### src/rtl/mux_scan_pkg.sv
// mux_scan_pkg: shared state encoding and sizing for the mux scan sequencer
package mux_scan_pkg;
  localparam int NUM_CH = 16;
  localparam int SEL_W = 4;
  localparam int CNT_W = 4;
  typedef enum logic [1:0] {IDLE, SETTLE, SAMPLE, HOLD} state_t;
endpackage

### src/rtl/mux_scan_pick.sv
// mux_scan_pick: lowest-set-bit priority encoder with an all-zero flag
module mux_scan_pick #(
  parameter int N = mux_scan_pkg::NUM_CH,
  parameter int W = mux_scan_pkg::SEL_W
) (
  input  logic [N-1:0] i_vec,
  output logic [W-1:0] o_idx,
  output logic         o_none
);
  always_comb begin
    o_idx = '0;
    for (int i = N - 1; i >= 0; i--) if (i_vec[i]) o_idx = W'(i);
  end
  assign o_none = ~|i_vec;
endmodule

### src/rtl/mux_scan_ctrl.sv
// mux_scan_ctrl: walks enabled mux channels, samples each after settling, hands the word downstream
module mux_scan_ctrl #(
  parameter int NUM_CH = mux_scan_pkg::NUM_CH,
  parameter int SEL_W = mux_scan_pkg::SEL_W,
  parameter int SETTLE_CYCLES = 1
) (
  input  logic              clk,
  input  logic              rst_n,
  input  logic              start,
  input  logic [NUM_CH-1:0] mask,
  output logic [SEL_W-1:0]  sel_o,
  input  logic              mux_in,
  output logic              busy,
  output logic              data_valid,
  input  logic              data_ready,
  output logic [NUM_CH-1:0] data_o
);
  import mux_scan_pkg::*;
  localparam state_t RUN = (SETTLE_CYCLES == 0) ? SAMPLE : SETTLE;
  localparam logic [CNT_W-1:0] LOAD = CNT_W'((SETTLE_CYCLES == 0) ? 0 : SETTLE_CYCLES - 1);
  state_t r_state, w_state;
  logic [CNT_W-1:0] r_cnt, w_cnt;
  logic [NUM_CH-1:0] r_rem, w_rem, r_data, w_data, w_left, w_pick_in;
  logic [SEL_W-1:0] r_sel, w_sel, w_idx;
  logic r_valid, w_valid, r_busy, w_busy, w_none;
  // The encoder looks at the fresh mask while idle and at what is left after the current sample otherwise
  assign w_left = r_rem & ~(NUM_CH'(1) << r_sel);
  assign w_pick_in = (r_state == IDLE) ? mask : w_left;
  mux_scan_pick #(.N(NUM_CH), .W(SEL_W)) u_pick (
    .i_vec(w_pick_in),
    .o_idx(w_idx),
    .o_none(w_none)
  );
  always_comb begin
    w_state = r_state;
    w_cnt = r_cnt;
    w_rem = r_rem;
    w_data = r_data;
    w_sel = r_sel;
    w_valid = r_valid;
    w_busy = r_busy;
    case (r_state)
      IDLE: if (start) begin
        w_busy = 1'b1;
        w_data = '0;
        w_rem = mask;
        w_valid = w_none;
        w_sel = w_none ? r_sel : w_idx;
        w_cnt = w_none ? r_cnt : LOAD;
        w_state = w_none ? HOLD : RUN;
      end
      SETTLE: begin
        w_cnt = r_cnt - CNT_W'(r_cnt != '0);
        w_state = (r_cnt == '0) ? SAMPLE : SETTLE;
      end
      SAMPLE: begin
        w_data[r_sel] = mux_in;
        w_rem = w_left;
        w_valid = w_none;
        w_sel = w_none ? r_sel : w_idx;
        w_cnt = w_none ? r_cnt : LOAD;
        w_state = w_none ? HOLD : RUN;
      end
      HOLD: if (data_ready) begin
        w_valid = 1'b0;
        w_busy = 1'b0;
        w_state = IDLE;
      end
      default: w_state = IDLE;
    endcase
  end
  always_ff @(posedge clk or negedge rst_n) begin
    if (!rst_n) begin
      r_state <= IDLE;
      r_cnt <= '0;
      r_rem <= '0;
      r_data <= '0;
      r_sel <= '0;
      r_valid <= 1'b0;
      r_busy <= 1'b0;
    end else begin
      r_state <= w_state;
      r_cnt <= w_cnt;
      r_rem <= w_rem;
      r_data <= w_data;
      r_sel <= w_sel;
      r_valid <= w_valid;
      r_busy <= w_busy;
    end
  end
  assign sel_o = r_sel;
  assign busy = r_busy;
  assign data_valid = r_valid;
  assign data_o = r_data;
endmodule

### config.mk
export PLATFORM = sky130hd
export DESIGN_NAME = mux_scan_ctrl
export DESIGN_NICKNAME = d
export VERILOG_FILES = /design/src/rtl/mux_scan_pkg.sv /design/src/rtl/mux_scan_pick.sv /design/src/rtl/mux_scan_ctrl.sv
export SDC_FILE = /design/constraint.sdc
export NUM_CORES = 1
export LEC_CHECK = 0
export CAP_MARGIN = 20
export CORE_UTILIZATION = 55
export CTS_CLUSTER_DIAMETER = 100
export DETAILED_ROUTE_END_ITERATION = 10
export GPL_TIMING_DRIVEN = 0
export PLACE_DENSITY = 0.84
export SLEW_MARGIN = 20
export SYNTH_ARGS = -nofsm -noshare
export SYNTH_HDL_FRONTEND = slang
export SYNTH_SLANG_ARGS = --single-unit
### constraint.sdc
create_clock -name clk -period 2.65 [get_ports clk]
set_input_delay 0.795 -clock clk [delete_from_list [all_inputs] [get_ports clk]]
set_output_delay 0.795 -clock clk [all_outputs]
set_load 0.005 [all_outputs]
# --- Yosys cells after proc, flatten, opt, wreduce, memory -nomap -nowiden ---
# Index checks and enable logic that the tools add are counted.
word_totals:
  reg_bits: 44
  latch_bits: 0
  ram_bits: 0
  rom_bits: 0
  input_bits: 21
  output_inout_bits: 22
  memories: 0
op_classes:
  n_addsub: 1
  multipliers: 0
  div_mod_pow: 0
  n_lt_le_gt_ge: 2
  n_eq_ne: 5
  shift: 1
  mux: 40
  n_bitwise: 2
  reduce_logical: 15
ops:
  columns: ["op", "n"]
  rows:
  - ["2-to-1 mux 4 bit", 20]
  - ["one-hot mux 16 bit (2 select lines)", 2]
  - ["2-to-1 mux 16 bit", 3]
  - ["bitwise AND 16 bit", 1]
  - ["bitwise mux 16 bit", 1]
  - ["inverter 16 bit", 1]
  - ["OR reduction 16 bit", 1]
  - ["left shift 1 x 4 -> 16 bit (first input constant)", 1]
  - ["one-hot mux 4 bit (3 select lines)", 1]
  - ["2-to-1 mux 2 bit", 4]
  - ["one-hot mux 2 bit (4 select lines)", 1]
  - ["one-hot mux 4 bit (2 select lines)", 1]
  - ["AND reduction 2 bit", 3]
  - ["AND reduction 3 bit", 2]
  - ["nonzero test 3 bit", 2]
  - ["< comparator 4 x 5 -> 1 bit (second input constant)", 1]
  - ["demux 1 bit (select 4 bit)", 1]
  - ["== test 2 bit (second input constant)", 2]
  - [">= comparator 4 x 1 -> 1 bit (second input constant)", 1]
  - ["logical NOT 4 bit", 1]
  - ["2-to-1 mux 1 bit", 4]
  - ["inequality test 2 bit (second input constant)", 2]
  - ["nonzero test 2 bit", 2]
  - ["nonzero test 4 bit", 1]
  - ["7 further kinds", 7]

# --- Logic depth before layout (Yosys ltp) ---
# Gate-level depths: netlist (run 1).
logic_depth:
  ltp_word: 23
  depth_mapped: 8
  depth_no_buf: 6

# --- Modules after synthesis ---
# From an unflattened synthesis (run 1), not the netlist that was laid out.
hier_totals:
  hier_cells: 300
  hier_area_um2: 2591.2
modules_own_cells:
  columns: ["mod", "n_inst", "cells_each", "area_each_um2"]
  rows:
  - ["mux_scan_ctrl", 1, 267, 2406.1]
  - ["mux_scan_pick", 1, 33, 185.2]

# --- Least setup slack after synthesis (run 1) ---
# Ideal clock, no wire load.
synth_path:
  kind: "input -> register"
  from: "input port mask[1]"
  to: "register r_sel[1] (netlist: sel_o[1])"
  setup_ps: 125
  t_arrival_ps: 1931
  required_ps: 2525
  setup_slack_ps: 593
  stages: 6
  path_cell_list: "nor2_1 -> a21oi_1 -> a211oi_1 -> nand4_2 -> and2_4 -> mux2_4"
synth_between:
  elab_chain_cells: 6
  word_cells_on_any_way: 7
  classes_between: "mux: 6; reduce/logical: 1"
synth_lines:
  columns: ["element", "line", "rtl"]
  rows:
  - ["from (decl)", "mux_scan_ctrl.sv:10", "input logic [NUM_CH-1:0] mask,"]
  - ["2-to-1 mux 16 bit (*)", "mux_scan_ctrl.sv:28", "assign w_pick_in = (r_state == IDLE) ? mask : w_left;"]
  - ["2-to-1 mux 4 bit (2 in a row)", "mux_scan_pick.sv:12", "for (int i = N - 1; i >= 0; i--) if (i_vec[i]) o_idx = W'(i);"]
  - ["2-to-1 mux 4 bit (*)", "mux_scan_ctrl.sv:48, mux_scan_ctrl.sv:60", null]
  - ["2-to-1 mux 4 bit", "mux_scan_ctrl.sv:43", "IDLE: if (start) begin"]
  - ["one-hot mux 4 bit (2 select lines) (*)", "mux_scan_ctrl.sv:42", "case (r_state)"]
  - ["to (signal assigned)", "mux_scan_ctrl.sv:86", "r_sel <= w_sel;"]
  - ["to (decl)", "mux_scan_ctrl.sv:24", "logic [SEL_W-1:0] r_sel, w_sel, w_idx;"]
# Mark *: on every way between the ends. The rest lies on a longest branch, timed or not. The select of a mux whose other input is x is not followed.
# A chain may end at the register's enable or synchronous reset.

# --- Worst setup path in the final report (run 1) ---
layout_path:
  from: "register r_sel[0] (netlist: sel_o[0])"
  to: "register r_sel[0] (netlist: sel_o[0])"
layout_between:
  elab_chain_cells: 23
  word_cells_on_any_way: 24
  classes_between: "shift: 1; mux: 20; bitwise: 2; reduce/logical: 1"
layout_lines:
  columns: ["element", "line", "rtl"]
  rows:
  - ["left shift 1 x 4 -> 16 bit", "mux_scan_ctrl.sv:27", "assign w_left = r_rem & ~(NUM_CH'(1) << r_sel);"]
  - ["inverter 16 bit", "mux_scan_ctrl.sv:27", null]
  - ["bitwise AND 16 bit", "mux_scan_ctrl.sv:27", null]
  - ["2-to-1 mux 16 bit", "mux_scan_ctrl.sv:28", null]
  - ["2-to-1 mux 4 bit (16 in a row)", "mux_scan_pick.sv:12", null]
  - ["2-to-1 mux 4 bit (*)", "mux_scan_ctrl.sv:48, mux_scan_ctrl.sv:60", null]
  - ["2-to-1 mux 4 bit", "mux_scan_ctrl.sv:43", null]
  - ["one-hot mux 4 bit (2 select lines) (*)", "mux_scan_ctrl.sv:42", null]
# Marks and branches as above.

==> metrics.md, run 1 <==
| Metric | Value |
|---|---|
| FF-to-FF path depth | 8 |
| Layout area overhead | 21.9% |
| Rows | 25 |
| Latest clock arrival within the worst-skew pair | 0.30 ns |
| Slowest stage delay, CP | 0.41 ns |
| Syn Area/Cell | 8.17 sq um |
| EDFF count, synth | 0 |
| Core area | 4880 sq um |
| CP required | 2.83 ns |
| Reg2reg setup slack | 0.23 ns |
| RSZ-0062 raised after global routing | false |
| Nets | 423 |
| Startpoint Class | flop |
| Cell count after synthesis | 351 |
| I/O Buffers | 41 |
| Wire per inst | 17.3 microns |
| Worst hold slack | 0.376 ns |
| Main flop type after synthesis | dfrtp_1 |
| Final WL | 8.08 mm |
| Die X | 74.2 microns |
| Synthesis-stage register bit count | 44 |
| CTS Buffer Depth | 2 |
| Min-delay worst type | primary input to asynchronous set/reset pin |
| Share of cells above drive strength 1 | 8.98% |
| Setup TNS Final | 0 ns |
| Post-Syn Area | 2870 sq um |
| Minimum clock period | 2.42 ns |
| Max Cap Viol | 0 |
| Hold-fix buffers at CTS | 0 |
| M1 WL | 3.37 mm |
| Tcrit/Tclk final | 91.2% |
| CTS tree | built |
| Reg-to-reg startpoint | sel_o[0]$_DFFE_PN0P_ |
| Clk slew on worst S/H paths | 0.09 ns |
| Routability Congestion | 0.925 |
| Final Max Tran Viols | 0 |
| Io pins | 43 |
| Sink Count | 44 |
| Most common cell after layout, fill and taps aside | dfrtp_1 |
| Pleak | 1.40 nW |
| Full die area | 5510 sq um |
| Worst-path cell chain | buf_6 -> buf_2 -> or2_2 -> clkbuf_1 -> o32ai_1 -> a211o_1 -> a311oi_1 -> o22ai_1 |
| Fin Clk Skew | 0.00948 ns |
| Vias in the first global route | 2758 |
| Die H | 74.2 microns |
| Async SR Flop Fraction | 100% |
| Sequential fraction of the synthesis area | 38.4% |
| Vias per cell | 6.25 |
| Initial antenna violation count | 0 |
| Most frequent cells in the layout | dfrtp_1 (44), nor2_1 (43), clkdlybuf4s50_1 (40), nand2_1 (38), o21ai_0 (38) |
| CP max stage cell | dfrtp_1 |
| Setup violators final | 0 |
| Outcome | finished clean |
| Worst vdd ir | 671 uV |
| Slew @ Worst Pin | 0.644 ns |
| Routed met3 length | 697 microns |
| Ys Warns | 0 |
| Synth cell types | 53 |
| GRT overflow | 0 |
| DR WL met2 | 3.77 mm |
| 1st-iter DRT viols | 290 |
| Final Hold Viols | 0 |
| Pin count of the biggest net entering global routing | 33 |
| RR Endpoint | sel_o[0]$_DFFE_PN0P_ |
| DR vias | 2923 |
| WS Path Type | flop to flop |
| # diodes | 0 |
| Top Layer Used | met4 |
| Hpwl dp | 5.94 mm |
| DRT Pass-1 Iters | 5 |
| Slew margin rel. | 56.7% |
| Initial Util | 58.8% |
| Fillers | 403 |
| DRC viols | 0 |
| Crit path max fanout | 10 |
| Root Buffer Master | clkbuf_8 |
| Post-route ant nets | 0 |
| Overall Global Routing Usage | 31.9% |
| CP arrival | 2.60 ns |
| Inserted Clock Buffers | 5 |
| Fmax | 0.414 GHz |
| Synth Net Count | 374 |
| H-tree level count | 2 |
| Power density relative to cell area | 1190 nW/um^2 |
| First-pass GRT wire length | 13.3 mm |
| CP endpoint kind | flop |
[state kept, by name, summed over array words and instances (netlist names)]
name	count
r_rem	16
data_valid	1
r_state	2
busy	1
sel_o	4
r_cnt	4
data_o	16
[metal layers]
metal	vias to the layer above	GRT usage [%]
met5	-	0
met4	0	11.5
met2	157	52.7
met3	28	5.15
met1	1386	42.6
li1	1352	-
[kinds of logic (layout without fill, tap and decap cells)]
| family | after synthesis | after routing | share of synthesized area (%) |
|---|---|---|---|
| buffers and inverters | 37 | 87 | 5.45 |
| muxes | 20 | 20 | 7.41 |
| DFF | 44 | 44 | 38.4 |
| AOI/OAI and AO/OA | 115 | 115 | 26.0 |
| and+or+nand+nor | 133 | 133 | 21.9 |
| adders and majority gates | 2 | 2 | 0.872 |
[critical path, delay by kind of cell, from the launching register on]
kind	cells	cell delay [ns]
AOI/OAI and AO/OA	4	0.90
buffers and inverters	3	0.84
DFF	1	0.41
and+or+nand+nor	1	0.14
[Yosys cell counts (3+ instances only)]
cell | number | area share, %
nor2_1 | 43 | 5.6
o31ai_1 | 5 | 1.3
nor3b_1 | 4 | 1.0
nand4_1 | 3 | 0.65
inv_1 | 12 | 1.6
buf_2 | 8 | 1.4
or4_1 | 3 | 0.78
mux2i_1 | 16 | 5.6
nand2b_1 | 6 | 1.3
nand3_1 | 12 | 2.1
o22ai_1 | 7 | 1.5
clkbuf_1 | 15 | 2.0
nor3_1 | 6 | 1.0
nor2b_1 | 6 | 1.3
a211oi_1 | 3 | 0.78
nand2_1 | 38 | 5.0
a2bb2oi_1 | 3 | 0.92
o31a_1 | 3 | 0.92
or2_2 | 3 | 0.65
o21ai_0 | 38 | 6.6
dfrtp_1 | 44 | 38
a21oi_1 | 29 | 5.1
o21a_1 | 3 | 0.78
a31oi_1 | 3 | 0.65
[per-stage QoR]
| stage | area [sq um] | util (%) | power, mW | instances | worst slack, ns |
|---|---|---|---|---|---|
| after floorplan | 2870 | - | 2.79 | 351 | 0.593 |
| after global placement | 3360 | 68.9 | 3.51 | 459 | -0.434 |
| after detailed placement | 3380 | 69.2 | 3.57 | 460 | -0.164 |
| after CTS | 3490 | 71.5 | 4.10 | 468 | 0.149 |
| after global routing | 3500 | 71.7 | 4.46 | 468 | 0.150 |
| final | 3500 | 71.7 | 4.16 | 468 | 0.233 |
[final cells by class]
cell class,instances,area (sq um),share of cell area (%)
Buffer,25,114,3.26
Clock buffer,5,68.8,1.97
Timing Repair Buffer,42,425,12.2
Clock inverter,3,42.5,1.22
Sequential cell,44,1100,31.5
Inverter,12,45.0,1.29
Multi-Input combinational cell,270,1620,46.2
Tap cell,67,83.8,2.40
[how the worst max path moves through the flow]
stage | slack, ns | startpoint | cells after the start | to
finish | 0.23 | sel_o[0]$_DFFE_PN0P_ | 8 | sel_o[0]$_DFFE_PN0P_
global route | 0.15 | sel_o[0]$_DFFE_PN0P_ | 8 | sel_o[0]$_DFFE_PN0P_
CTS | 0.15 | start | 8 | data_o[15]$_DFFE_PN0P_
detailed placement | -0.16 | start | 8 | data_o[15]$_DFFE_PN0P_
global placement | -0.43 | rst_n | 1 | data_o[15]$_DFFE_PN0P_
floorplan | 0.59 | mask[1] | 6 | sel_o[1]$_DFFE_PN0P_
[power breakdown]
part | internal, mW | leakage, nW | switching [mW]
combinational | 1.06 | 0.787 | 1.32
sequential | 0.961 | 0.560 | 0.288
clock | 0.279 | 0.0541 | 0.247
total | 2.30 | 1.40 | 1.86
[repair_timing]
action | in CTS | in global routing
setup endpoints to repair | 0 | 5
resized for setup | 0 | 5
setup buffers | 0 | 0
(Power assumes the default switching activity.)
==> run 2: changes to the inputs <==
- CORE_MARGIN: unset -> 3
==> run 2 against run 1 <==
Effect of this change:
- setup slack got worse by 0.11 ns
- first-iteration DRC count increased by 1.7%
- power increased by 1.5%
- largest power group unchanged
==> metrics.md, run 2 (synthesized netlist as in run 1, its figures left out) <==
| Metric | Value |
|---|---|
| Outcome | finished clean |
| Full die area | 6120 sq um (+11%) |
| CP required | 2.85 ns (+0.02 ns) |
| Final WL | 8.42 mm (+4.2%) |
| Min-delay worst type | primary input to asynchronous set/reset pin |
| RSZ-0062 raised after global routing | false |
| Slew margin rel. | 54.8% (-1.9 points) |
| Final Hold Viols | 0 (unchanged) |
| Final Max Tran Viols | 0 (unchanged) |
| Crit path from | sel_o[1]$_DFFE_PN0P_ |
| Post-route ant nets | 0 (unchanged) |
| Pleak | 1.41 nW (+0.52%) |
| Hpwl dp | 6.02 mm (+1.3%) |
| Fillers | 385 (-4.5%) |
| DRC viols | 0 (unchanged) |
| Overall Global Routing Usage | 29.4% (-2.6 points) |
| Die X | 78.2 microns (+5.4%) |
| Post-layout instance area | 3510 sq um (+0.29%) |
| Inserted Clock Buffers | 5 (unchanged) |
| Critical Path Sink | sel_o[1]$_DFFE_PN0P_ |
| Layout area overhead | 22.2% |
| Minimum clock period | 2.53 ns (+0.111 ns) |
| Startpoint Class | flop |
| Most common cell after layout, fill and taps aside | dfrtp_1 |
| Worst-path cell chain | buf_2 -> nor3b_1 -> a21oi_1 -> o31ai_2 -> nand4_2 -> and2_4 -> mux2_4 |
| Core area | 4880 sq um (unchanged) |
| FF-to-FF path depth | 7 (-1) |
| Initial Util | 58.8% (unchanged) |
| Hold-fix buffers at CTS | 0 (unchanged) |
| Crit path max fanout | 10 (unchanged) |
| Worst vdd ir | 627 uV (-6.6%) |
| DR vias | 2909 (-0.48%) |
| Slowest stage delay, CP | 0.43 ns (+0.02 ns) |
| Area taken by multi-input logic gates | 1620 sq um (unchanged) |
| Sink Count | 44 (unchanged) |
| Latest clock arrival within the worst-skew pair | 0.31 ns (about the same) |
| Setup TNS Final | 0 ns (unchanged) |
| Nets | 423 (unchanged) |
| CP max stage cell | dfrtp_1 |
| Post-placement cell count | 460 (unchanged) |
| Pin count of the biggest net entering global routing | 28 (-15%) |
| Register area | 1100 sq um (unchanged) |
| PostCTS Resize Cnt | 0 (unchanged) |
| Setup violators final | 0 (unchanged) |
| Max Cap Viol | 0 (unchanged) |
| H-tree level count | 2 (unchanged) |
| Wire per inst | 18.0 microns (+4.2%) |
| Reg2reg setup slack | 0.12 ns (-0.11 ns) |
| Share of cells above drive strength 1 | 8.98% (unchanged) |
| Die H | 78.2 microns (+5.4%) |
| # diodes | 0 (unchanged) |
| Power density relative to cell area | 1200 nW/um^2 (+1.3%) |
| I/O Buffers | 41 (unchanged) |
| CP endpoint kind | flop |
| CTS Buffer Depth | 2 (unchanged) |
| Crit. path cell count | 7 (-1) |
| Rows | 25 (unchanged) |
| Vias per cell | 6.22 (-0.48%) |
| DRT Pass-1 Iters | 5 (unchanged) |
| Placed cell area | 3380 sq um (unchanged) |
| Routability Congestion | 0.993 (+7.3%) |
| 1st-iter DRT viols | 295 (+1.7%) |
| Io pins | 43 (unchanged) |
| WS Path Type | flop to flop |
| RR Endpoint | sel_o[1]$_DFFE_PN0P_ |
| Post-route core utilization | 71.9% (+0.21 points) |
| Tcrit/Tclk final | 95.4% (+4.2 points) |
| First-pass GRT wire length | 14.1 mm (+6.2%) |
| Clk slew on worst S/H paths | 0.09 ns (about the same) |
| Fin Clk Skew | 0.00512 ns (-0.00436 ns) |
| Setup Buffers After CTS | 0 (unchanged) |
| GRT overflow | 0 (unchanged) |
| Buf/Inv on CP | 1 (-2) |
| Crit path max-delay family | simple AND/OR/NAND/NOR gates |
| Root Buffer Master | clkbuf_8 |
| Reg-to-reg startpoint | sel_o[1]$_DFFE_PN0P_ |
| Vias in the first global route | 2777 (+0.69%) |
| CTS tree | built |
| Fmax | 0.395 GHz (-4.4%) |
| Layout Cells excl Fill | 468 (unchanged) |
| CP arrival | 2.73 ns (+0.13 ns) |
| Initial antenna violation count | 0 (unchanged) |
| Slew @ Worst Pin | 0.673 ns (+0.0288 ns) |
| Most frequent cells in the layout | dfrtp_1 (44), nor2_1 (43), clkdlybuf4s50_1 (40), nand2_1 (38), o21ai_0 (38) |
-- run 2: layout make-up --
type,count,area share (%)
plain buffers,25,3.25
clock buffers,6,2.35
clock inverters,2,1.11
inverters,12,1.28
multi-input cells,270,46.1
flip-flops and latches,44,31.4
well taps,67,2.39
repair buffers,42,12.1
-- run 2: where the power goes --
part / total [mW] / switching (mW) / internal [mW]
clock: 0.566 / 0.257 / 0.309
combinational: 2.42 / 1.35 / 1.06
sequential: 1.24 / 0.282 / 0.961
-- run 2: worst min-delay path by stage --
stage | to | slack [ns] | cells after the start
CTS | r_rem[6]$_DFFE_PN0P_ | 0.43 | 1
global route | r_rem[13]$_DFFE_PN0P_ | 0.43 | 1
global placement | r_cnt[1]$_DFFE_PN0P_ | 0.50 | 1
detailed placement | busy$_DFFE_PN0P_ | 0.51 | 2
floorplan | r_cnt[0]$_DFFE_PN0P_ | 0.47 | 1
finish | r_rem[6]$_DFFE_PN0P_ | 0.42 | 1
-- run 2: through the flow --
stage               power [mW]  setup WS (ns)  hold slack [ns]
floorplan                 2.79          0.593            0.470
global placement          3.51         -0.432            0.496
detailed placement        3.58         -0.235            0.507
CTS                       4.16         0.0819            0.428
global route              4.55         0.0293            0.433
finish                    4.23          0.122            0.417
-- run 2: per-layer routing --
layer | track usage [%] | wire length, microns | vias up
met3 | 5.16 | 640 | 16
li1 | - | - | 1352
met1 | 42.0 | 3760 | 1373
met5 | 0 | 0 | -
met4 | 9.09 | 144 | 0
met2 | 45.5 | 3870 | 168
